$ cat src/rtl/uart_rx_hex_parser.sv
// uart_rx_hex_parser
// Pops ASCII characters from a show-ahead RX FIFO and assembles pairs of hex
// digits into bytes. A lone digit followed by a terminator emits {4'h0, digit}.
// Illegal characters, receiver errors and an idle timeout on a half-entered
// pair raise a one-cycle parse_error pulse.
//
// Ports:
//   clk, reset_n   clock, asynchronous active-low reset
//   rx_data        FIFO head character (valid when fifo_empty = 0)
//   fifo_empty     FIFO empty flag
//   rx_error       receiver error flag for the head character
//   rx_read        pop strobe, one cycle per character
//   byte_out       last assembled byte (held until the next emit)
//   byte_valid     one-cycle pulse while a new byte_out is presented
//   parse_error    one-cycle pulse on illegal char, rx error or timeout
//   byte_count     bytes emitted, wraps 255 -> 0
//   state          FSM state (0 idle, 1 decode, 2 emit)
module uart_rx_hex_parser #(
  parameter int unsigned TIMEOUT_CYCLES = 65535,
  parameter logic [7:0]  TERM_CHAR      = 8'h0D
) (
  input  logic       clk,
  input  logic       reset_n,
  input  logic [7:0] rx_data,
  input  logic       fifo_empty,
  input  logic       rx_error,
  output logic       rx_read,
  output logic [7:0] byte_out,
  output logic       byte_valid,
  output logic       parse_error,
  output logic [7:0] byte_count,
  output logic [1:0] state
);

  typedef enum logic [1:0] {
    StIdle   = 2'd0,
    StDecode = 2'd1,
    StEmit   = 2'd2
  } state_e;

  localparam int unsigned TmoW       = (TIMEOUT_CYCLES > 1) ? $clog2(TIMEOUT_CYCLES) : 1;
  localparam int unsigned TmoLastInt = (TIMEOUT_CYCLES == 0) ? 0 : TIMEOUT_CYCLES - 1;
  localparam logic [TmoW-1:0] TmoLast = TmoW'(TmoLastInt);

  state_e          state_q, state_d;
  logic [7:0]      char_q, char_d;
  logic            err_q, err_d;
  logic [7:0]      acc_q, acc_d;
  logic [1:0]      cnt_q, cnt_d;
  logic [TmoW-1:0] tmo_q, tmo_d;
  logic [7:0]      byte_out_q, byte_out_d;
  logic [7:0]      byte_count_q, byte_count_d;
  logic            perr_q, perr_d;

  logic       is_dec, is_upper, is_lower, is_hex, is_term;
  logic [3:0] nibble;

  always_comb begin
    is_dec   = (char_q >= 8'h30) && (char_q <= 8'h39);
    is_upper = (char_q >= 8'h41) && (char_q <= 8'h46);
    is_lower = (char_q >= 8'h61) && (char_q <= 8'h66);
    is_hex   = is_dec || is_upper || is_lower;
    is_term  = (char_q == 8'h20) || (char_q == 8'h0A) || (char_q == TERM_CHAR);
    // 'A'/'a' have low nibble 1, so adding 9 yields 10..15
    nibble   = is_dec ? char_q[3:0] : char_q[3:0] + 4'd9;
  end

  always_comb begin
    state_d      = state_q;
    char_d       = char_q;
    err_d        = err_q;
    acc_d        = acc_q;
    cnt_d        = cnt_q;
    tmo_d        = tmo_q;
    byte_out_d   = byte_out_q;
    byte_count_d = byte_count_q;
    perr_d       = 1'b0;
    rx_read      = 1'b0;

    unique case (state_q)
      StIdle: begin
        if (!fifo_empty) begin
          // A pop always wins over a timeout in the same cycle
          rx_read = 1'b1;
          char_d  = rx_data;
          err_d   = rx_error;
          tmo_d   = '0;
          state_d = StDecode;
        end else if ((TIMEOUT_CYCLES != 0) && (cnt_q == 2'd1)) begin
          if (tmo_q == TmoLast) begin
            perr_d = 1'b1;
            cnt_d  = 2'd0;
            acc_d  = 8'h00;
            tmo_d  = '0;
          end else begin
            tmo_d = tmo_q + 1'b1;
          end
        end else begin
          tmo_d = '0;
        end
      end

      StDecode: begin
        tmo_d   = '0;
        state_d = StIdle;
        if (err_q) begin
          perr_d = 1'b1;
          acc_d  = 8'h00;
          cnt_d  = 2'd0;
        end else if (is_hex) begin
          acc_d = {acc_q[3:0], nibble};
          if (cnt_q == 2'd1) begin
            // Load the byte on entry to emit so it is valid alongside byte_valid
            cnt_d        = 2'd2;
            byte_out_d   = {acc_q[3:0], nibble};
            byte_count_d = byte_count_q + 8'd1;
            state_d      = StEmit;
          end else begin
            cnt_d = 2'd1;
          end
        end else if (is_term) begin
          if (cnt_q == 2'd1) begin
            byte_out_d   = {4'h0, acc_q[3:0]};
            byte_count_d = byte_count_q + 8'd1;
            state_d      = StEmit;
          end
        end else begin
          perr_d = 1'b1;
          acc_d  = 8'h00;
          cnt_d  = 2'd0;
        end
      end

      StEmit: begin
        cnt_d   = 2'd0;
        acc_d   = 8'h00;
        state_d = StIdle;
      end

      default: state_d = StIdle;
    endcase
  end

  always_ff @(posedge clk or negedge reset_n) begin
    if (!reset_n) begin
      state_q      <= StIdle;
      char_q       <= 8'h00;
      err_q        <= 1'b0;
      acc_q        <= 8'h00;
      cnt_q        <= 2'd0;
      tmo_q        <= '0;
      byte_out_q   <= 8'h00;
      byte_count_q <= 8'h00;
      perr_q       <= 1'b0;
    end else begin
      state_q      <= state_d;
      char_q       <= char_d;
      err_q        <= err_d;
      acc_q        <= acc_d;
      cnt_q        <= cnt_d;
      tmo_q        <= tmo_d;
      byte_out_q   <= byte_out_d;
      byte_count_q <= byte_count_d;
      perr_q       <= perr_d;
    end
  end

  assign byte_out    = byte_out_q;
  assign byte_valid  = (state_q == StEmit);
  assign parse_error = perr_q;
  assign byte_count  = byte_count_q;
  assign state       = state_q;

endmodule

$ cat config.mk
export PLATFORM = sky130hd
export DESIGN_NAME = uart_rx_hex_parser
export DESIGN_NICKNAME = d
export VERILOG_FILES = /design/src/rtl/uart_rx_hex_parser.sv
export SDC_FILE = /design/constraint.sdc
export NUM_CORES = 1
export LEC_CHECK = 0
export ABC_CLOCK_PERIOD_IN_PS = 3500
export CAP_MARGIN = 30
export CORE_UTILIZATION = 59
export CTS_CLUSTER_DIAMETER = 150
export CTS_CLUSTER_SIZE = 30
export DETAILED_ROUTE_END_ITERATION = 10
export PLACE_DENSITY = 0.95
export SYNTH_ARGS = -nofsm -noshare
export SYNTH_HDL_FRONTEND = slang
export SYNTH_SLANG_ARGS = --single-unit
$ cat constraint.sdc
create_clock -name clk -period 3.5 [get_ports clk]
set_clock_uncertainty 0.05 [all_clocks]
set_input_delay 0.35 -clock clk [delete_from_list [all_inputs] [get_ports clk]]
set_output_delay 0.35 -clock clk [all_outputs]
set_load 0.01 [all_outputs]
Word level (Yosys, flattened, before mapping)
Index checks and enable logic that the tools add are counted.
Storage, ports and cells
  register bits after elaboration: 50
  bits of input ports: 12
  output and inout port bits: 21
  logic and storage cells: 89
Operators by class
  add/sub/neg operators: 3
  order comparisons: 6
  eq/ne operators: 12
  muxes and demuxes: 42
  bitwise operators: 2
  reduce and logical (&&, ||, !) cells: 15
Operator list (count)
  8-bit 2-to-1 mux: 7
  16-bit 2-to-1 mux: 3
  16-bit one-hot mux with 2 select lines: 1
  4-bit 2-to-1 mux: 7
  2-bit 2-to-1 mux: 12
  16-bit by 1-bit adder with 16-bit output, second input constant: 1
  16-bit == test, second input constant: 1
  8-bit by 4-bit == test with 1-bit output, second input constant: 2
  8-bit by 7-bit >= comparator with 1-bit output, second input constant: 2
  8-bit by 7-bit <= comparator with 1-bit output, second input constant: 2
  4-bit one-hot mux with 3 select lines: 1
  8-bit by 1-bit adder with 8-bit output, second input constant: 1
  8-bit by 6-bit == test with 1-bit output, second input constant: 1
  8-bit by 6-bit >= comparator with 1-bit output, second input constant: 1
  8-bit by 6-bit <= comparator with 1-bit output, second input constant: 1
  1-bit 2-to-1 mux: 8
  2-bit != test, second input constant: 4
  2-bit one-hot mux with 3 select lines: 1
  5-bit AND reduction: 1
  4-bit adder, second input constant: 1
  2-bit by 1-bit == test with 1-bit output, second input constant: 2
  1-bit logical OR: 4
  4-bit != test, second input constant: 1
  2-bit one-hot mux with 2 select lines: 1
  10 further kinds: 14

Logic depth before layout (Yosys ltp)
Gate-level depths: netlist of the first run.
  depth in word-level cells: 7
  depth in mapped cells: 8
  mapped depth without buffers: 8

Worst setup path after synthesis of the first run
OpenSTA, ideal clock, no wires.
  kind: register -> register
  start point: register char_q[0]
  end point: register byte_count_q[1] (netlist: byte_count[1])
  library setup time: 0.125 ns
  data arrival time: 1.947 ns
  required time: 3.325 ns
  setup slack: 1.378 ns
  cell stages (with the launch flop): 9
  buffers on the path: 0
  period minus slack after synthesis: 2.122 ns
  cells stage by stage: dfrtp_1 -> inv_1 -> ha_1 -> or4b_4 -> nand4b_4 -> o211ai_4 -> nand2_8 -> inv_6 -> mux2_4
On the way
  longest elaborated chain between the ends: 6
  elaborated cells between the ends (all ways): 19
  those cells by class: order compare (6); eq/ne (3); mux (1); reduce/logical (9)
RTL lines
  start: declaration: RTL line 46  | logic [7:0] char_q, char_d;
  start signal: assignment: RTL line 157  | char_q <= char_d;
  8-bit by 6-bit >= comparator with 1-bit output (tied with other cells): RTL line 59  | is_dec = (char_q >= 8'h30) && (char_q <= 8'h39);
  1-bit logical AND (on tied branches): RTL line 59, 60
  1-bit logical OR (2 in a row): RTL line 62  | is_hex = is_dec || is_upper || is_lower;
  2-bit nonzero test (no source line)
  3-bit AND reduction (no source line)
  end signal: assignment: RTL line 163  | byte_count_q <= byte_count_d;
  end: declaration: RTL line 52  | logic [7:0] byte_count_q, byte_count_d;
Several ways; a longest one is shown, not always the timed one.
A chain may end at the register's enable or synchronous reset.

Worst setup path in the final report of the first run
  start point: register state_q[1] (netlist: state[1])
  end point: output port byte_valid
On the way
  longest elaborated chain between the ends: 1
RTL lines
  start: declaration: RTL line 45  | state_e state_q, state_d;
  start signal: assignment: RTL line 146  | state_q <= StIdle;
  start signal: assignment: RTL line 156  | state_q <= state_d;
  2-bit == test: RTL line 169  | assign byte_valid = (state_q == StEmit);
  end: declaration: RTL line 29  | output logic byte_valid,
Every way passes these cells.

==> impl_metrics.tcl, run 1 <==
set metrics [dict create \
    fp.dieArea_um2 4672 \
    initial_core_util 0.6312 \
    synth.top_cells.by_count "dfrtp_1, nand2_1, nand3_1" \
    hpwl_um 3724 \
    p_switching_w 0.0003481 \
    setup.worst_path.start "state[1]" \
    synth_area_leaders "dfrtp_1, nand2_1, ha_1, mux2_2, nand3_1" \
    status "finished, final reports clean" \
    worstHoldPathType "primary input to async pin" \
    stdcell_count 333 \
    grt_overflow_total 0 \
    htreeDepth 2 \
    portBuffers 32 \
    reg2reg_from "char_q[0]" \
    firstDrtPassIters 4 \
    yosysSeqAreaShare 0.4817 \
    synth_edf_count 0 \
    synth-seq-cells 50 \
    relSlewSlack 0.5075 \
    cts_max_path_buffers 2 \
    r2r_setup_slack_ns 1.18 \
    tightestPinTransition_ns 0.7388 \
    end_kind "output port" \
    rsz0062_at_grt "no" \
    final_layout_size_suffix_gt1_frac 0.1272 \
    syn_area_um2 2597 \
    fin_crit_sh 0.7462 \
    n_antenna_cell 0 \
    worstPathCellList "clkinv_1, nor2_1, clkdlybuf4s50_1" \
    report.final.slew_viol_count 0 \
    synth_nets 264 \
    routed_wl_um 5043 \
    tns_ns 0 \
    num_io_pins 33 \
    clkSinkCount 50 \
    final_nets 301 \
    p_comb_frac 0.161 \
    power_density_nw_per_um2 439.7 \
    placeableCoreArea_um2 4115 \
    synth_top_area_share 0.4817 \
    ys_async_sr_fraction 1.000 \
    syn_inst 245 \
    placedCellCount 324 \
    finalSetupViolations 0 \
    max_freq_mhz 382.9 \
    hold_violations 0 \
    avgRoutedWirePerCell_um 15.14 \
    leakage_nw 1.316 \
    drv_cap 0 \
    root_buffer "clkbuf_8" \
    grt_pass1_vias 1846 \
    viasPerCell 6.117 \
    cp_slowest_stage_delay_ns 0.68 \
    drc 0 \
    synth_ff_type "dfrtp_1" \
    grt_pass1_wl_um 8583 \
    path_clk_slew_ns 0.09 \
    p_int_w 0.001023 \
    yosysMostFrequentCell "dfrtp_1" \
    crit_end "byte_valid" \
    area_growth_pct 20.09 \
    pwr-share-clk 0.353 \
    synth_largest_area_cell "dfrtp_1" \
    grt_antenna_before_repair 0 \
    avgSynthCellArea_um2 10.60 \
    die_w_um 68.35 \
    cpMaxStageDelayCell "dfrtp_1" \
    cp.arrival_ns 2.21 \
    worstPathRequired_ns 3.10 \
    gp_congestion 0.8085 \
    final_core_util 0.7580 \
    ant_nets 0 \
    total_power_w 0.001371 \
    grt_max_degree 41 \
    hold_ws_ns 0.3901 \
    grt_use_total 0.2539 \
    cts_resized 0 \
    die_h_um 68.35 \
    seqPwrFrac 0.485 \
    start_kind "register" \
    worst_skew_pair.late_latency_ns 0.31 \
    cp_max_fo 16 \
    post-route-min-period_ns 2.612 \
    rows 23 \
    r2r_cells 7 \
    yosysWarnings 0 \
    cts_made_buffers 5 \
    cts_tree "built" \
    crit_type "register to output port" \
    vias 2037 \
    r2r-end "acc_q[2]" \
    switching_share 0.2538 \
    ys_types 55 \
    drt_iter0_markers 147 \
    peakVddDrop_v 0.0003240 \
]
[cell families (layout without fill, tap and decap cells)]
group | count (synthesis) | after routing | share of synthesized area
AOI/OAI and AO/OA | 58 | 58 | 0.1647
xor gates and xnor gates | 10 | 10 | 0.03372
adders and majority gates | 7 | 7 | 0.03372
buffers and inverters | 14 | 52 | 0.02698
DFF | 50 | 50 | 0.4817
muxes | 11 | 11 | 0.04769
and+or+nand+nor | 95 | 95 | 0.2115
[critical path: cells and delay by family, from the launching register on]
kind          cells  cell delay [ns]
buf+inv           2             0.97
flops             1             0.68
simple gates      1             0.27
[cell type report]
class                      instances  area [um^2]
multi-input combinational        181         1276
sequential                        50         1251
fill                             279        996.0
timing repair buffer              35        352.8
clock buffer                       5        68.82
clock inverter                     3        68.82
tap                               50        62.56
inverter                           9        38.79
[per-layer routing]
metal / share of wire / track usage / vias to the layer above
li1: - / - / 978
met1: 0.48 / 0.3547 / 988
met2: 0.46 / 0.3775 / 62
met3: 0.048 / 0.06167 / 9
met4: 0.017 / 0.09896 / 0
met5: 0 / 0 / -
[layout by cell type (no fill, tap or decap), drive strengths merged, types with 2 or more instances in the layout]
master,instances
a21o,5
a21oi,13
a22o,4
a31oi,8
and2,2
and3,6
and4,2
and4bb,2
buf,3
bufinv,2
clkbuf,5
clkdlybuf4s50,31
clkinv,2
dfrtp,50
ha,7
inv,8
mux2,8
mux2i,3
nand2,29
nand2b,3
nand3,15
nand4,6
nor2,9
nor2b,2
nor3,9
nor3b,2
nor4,2
o21ai,11
o21bai,2
o221a,3
o2bb2ai,4
or4b,2
xnor2,8
xor2,2
[worst min path at each step]
stage | from | end | slack [ns] | cells past startpoint
6_report | reset_n | tmo_q[15] | 0.39 | 2
5_1_grt | reset_n | tmo_q[4] | 0.44 | 2
4_1_cts | reset_n | tmo_q[2] | 0.40 | 2
3_5_place_dp | reset_n | tmo_q[4] | 0.19 | 1
3_3_place_gp | byte_count[7] | byte_count[7] | 0.41 | 1
2_1_floorplan | reset_n | acc_q[0] | 0.004 | 0
[stage by stage]
stage,setup WS (ns),area [um^2]
final,0.8883,3119
after global routing,0.7603,3119
after CTS,0.9119,3119
after detailed placement,1.193,2972
after global placement,1.237,2952
after floorplan,1.378,2597
[power groups by stage]
stage / Sequential (W) / Clock (W) / Combinational (W)
after global placement: 0.000673 / 0 / 0.000211
after global routing: 0.000674 / 0.000515 / 0.000243
after detailed placement: 0.000677 / 0 / 0.000221
after CTS: 0.000666 / 0.000486 / 0.000223
final: 0.000666 / 0.000485 / 0.000221
after floorplan: 0.000671 / 0 / 0.000131
[state kept, by name, summed over array words and instances, names as in the netlist]
register / count
tmo_q: 16
byte_count: 8
byte_out: 8
char_q: 8
acc_q: 4
cnt_q: 2
state: 2
err_q: 1
parse_error: 1
[repair_timing]
item | in CTS | in global routing
hold buffers | 1 | 0
endpoints found under the setup margin | 0 | 0
endpoints found under the hold margin | 10 | 0
buffers inserted | 0 | 0
Note: power is estimated with default switching activity, not from simulation.
==> inputs of run 2 (changes only) <==
Settings changed: ABC_CLOCK_PERIOD_IN_PS 3500 to 2640, CORE_UTILIZATION 59 to 55, PLACE_DENSITY 0.95 to 0.9.
Clock period 3.5 ns to 2.64 ns, I/O delays scaled along.
==> run 2 against run 1 <==
  * The flow now finishes with violations (design-rule violations)
  * Total power grew 25%
  * Die area is 7.1% higher
  * Utilization shrank 5.9 points
  * Final cell count rose by 1.5%
  * Sequential power is 33% higher
  * Critical path depth increased by 5
  * Final area is 0.40% lower
  * Worst hold slack better by 0.033 ns
  * Combinational power grew 32%
  * Non-clock buffer count increased by 3
  * Global-route usage shrank 2.1 points
  * Critical endpoint is now byte_count[1]
  * Highest routed layer unchanged
==> impl_metrics.tcl, run 2 (synthesis results as in run 1) <==
set metrics [dict create \
    status "finished, violations left" \
    violations "design-rule violations" \
    end_kind "register" \
    worstPathCellList "inv_1, ha_1, or4b_4, nand4b_4, o211ai_4, nand2_8, inv_6, mux2_4" \
    max_freq_mhz 435.9 \
    cp_slowest_stage_delay_ns 0.53 \
    rows 24 \
    fillers 335 \
    final_cell_mix "dfrtp_1, clkdlybuf4s50_1, nand2_1" \
    final_layout_size_suffix_gt1_frac 0.1364 \
    die_w_um 70.72 \
    report.final.slew_viol_count 0 \
    crit_family "simple AND/OR/NAND/NOR gates" \
    place_ws_ns 0.3436 \
    portBuffers 32 \
    worst_skew_pair.late_latency_ns 0.30 \
    seqCellArea_um2 1251 \
    clkSinkCount 50 \
    tns_ns 0 \
    regMostFlops "tmo_q" \
    grt_pass1_vias 1910 \
    grt_overflow_total 0 \
    finalSetupViolations 0 \
    drv_cap 0 \
    placeableCoreArea_um2 4444 \
    fin_crit_sh 0.8690 \
    layout_commonest_cell "dfrtp_1" \
    rsz0062_at_grt "no" \
    largest_register_ffs 16 \
    power_density_nw_per_um2 552.5 \
    ant_nets 0 \
    leakage_nw 1.316 \
    cpMaxStageDelayCell "or4b_4" \
    stdcell_count 338 \
    cts_max_path_buffers 2 \
    tightestPinTransition_ns 0.7895 \
    vias 2040 \
    worstPathRequired_ns 2.79 \
    hold_violations 0 \
    post-cts-setup-buffers 0 \
    crit_buf_inv 2 \
    final_nets 304 \
    cts_made_buffers 5 \
    area_growth_pct 19.61 \
    hold_ws_ns 0.4230 \
    grt_use_total 0.2328 \
    multi_input_area_um2 1276 \
    cp.arrival_ns 2.44 \
    gp_congestion 0.8256 \
    grt_antenna_before_repair 0 \
    relSlewSlack 0.4737 \
    grt_max_degree 28 \
    initial_core_util 0.5845 \
    peakVddDrop_v 0.0003847 \
    drc 6 \
    fin_ws_ns 0.3459 \
    num_io_pins 33 \
    fp.dieArea_um2 5001 \
    start_kind "register" \
    viasPerCell 6.036 \
    post-route-min-period_ns 2.294 \
    drt_iter0_markers 147 \
    firstDrtPassIters 9 \
    worstHoldPathType "register to register" \
    cts_tree "built" \
    die_h_um 70.72 \
    hpwl_um 3906 \
    htreeDepth 2 \
    routed_wl_um 5211 \
    placedCellCount 329 \
    cp_max_fo 9 \
    cts_resized 0 \
    crit_type "register to register" \
    root_buffer "clkbuf_8" \
    n_antenna_cell 0 \
    grt_pass1_wl_um 9094 \
    path_clk_slew_ns 0.10 \
    avgRoutedWirePerCell_um 15.42 \
]
## run 2: cell count changes in the layout (fill, tap and decap cells not counted), sizes merged
cell,previous run,this run
inv,8,9
buf,3,6
bufinv,2,1
## run 2: worst paths after layout
path,from,endpoint,slack (ns),cells after the start
worst max-delay path,char_q[0],byte_count[1],0.35,8
worst min-delay path,byte_count[7],byte_count[7],0.42,1
worst max register to register,char_q[0],byte_count[1],0.35,8
worst min register to register,byte_count[7],byte_count[7],0.42,1
max in group asynchronous,reset_n,char_q[4],1.50,3
min in group asynchronous,reset_n,byte_out[4],0.43,2
## run 2: layout make-up
cell class | instances | area share
clock buffers | 5 | 0.02215
clock inverters | 3 | 0.01410
inverters | 9 | 0.01248
multi-input cells | 181 | 0.4108
repair buffers | 38 | 0.1168
well taps | 52 | 0.02094
flip-flops and latches | 50 | 0.4027
## run 2: repair_timing
action | CTS | global route
hold buffers | 1 | 0
setup endpoints to repair | 0 | 0
hold endpoints to repair | 25 | 0
## run 2: routing by layer
layer  global-route usage  wire, um
met1               0.3485      2460
met4              0.08000        89
met2               0.3462      2441
met5                    0         0
met3              0.03846       220
## run 2: where the power goes
group	switching (W)	leakage (nW)	total [W]	internal, W
combinational	0.000135	0.584	0.000292	0.000157
clock	0.000258	0.0585	0.000542	0.000284
sequential	0.0000630	0.673	0.000883	0.000820
## run 2: stage by stage
stage	total power (W)	util	cell area [um^2]
2_1_floorplan	0.001063	-	2597
3_3_place_gp	0.001177	0.6715	2984
3_5_place_dp	0.001189	0.6715	2984
4_1_cts	0.001726	0.6990	3107
5_1_grt	0.001795	0.6990	3107
6_report	0.001716	0.6990	3107
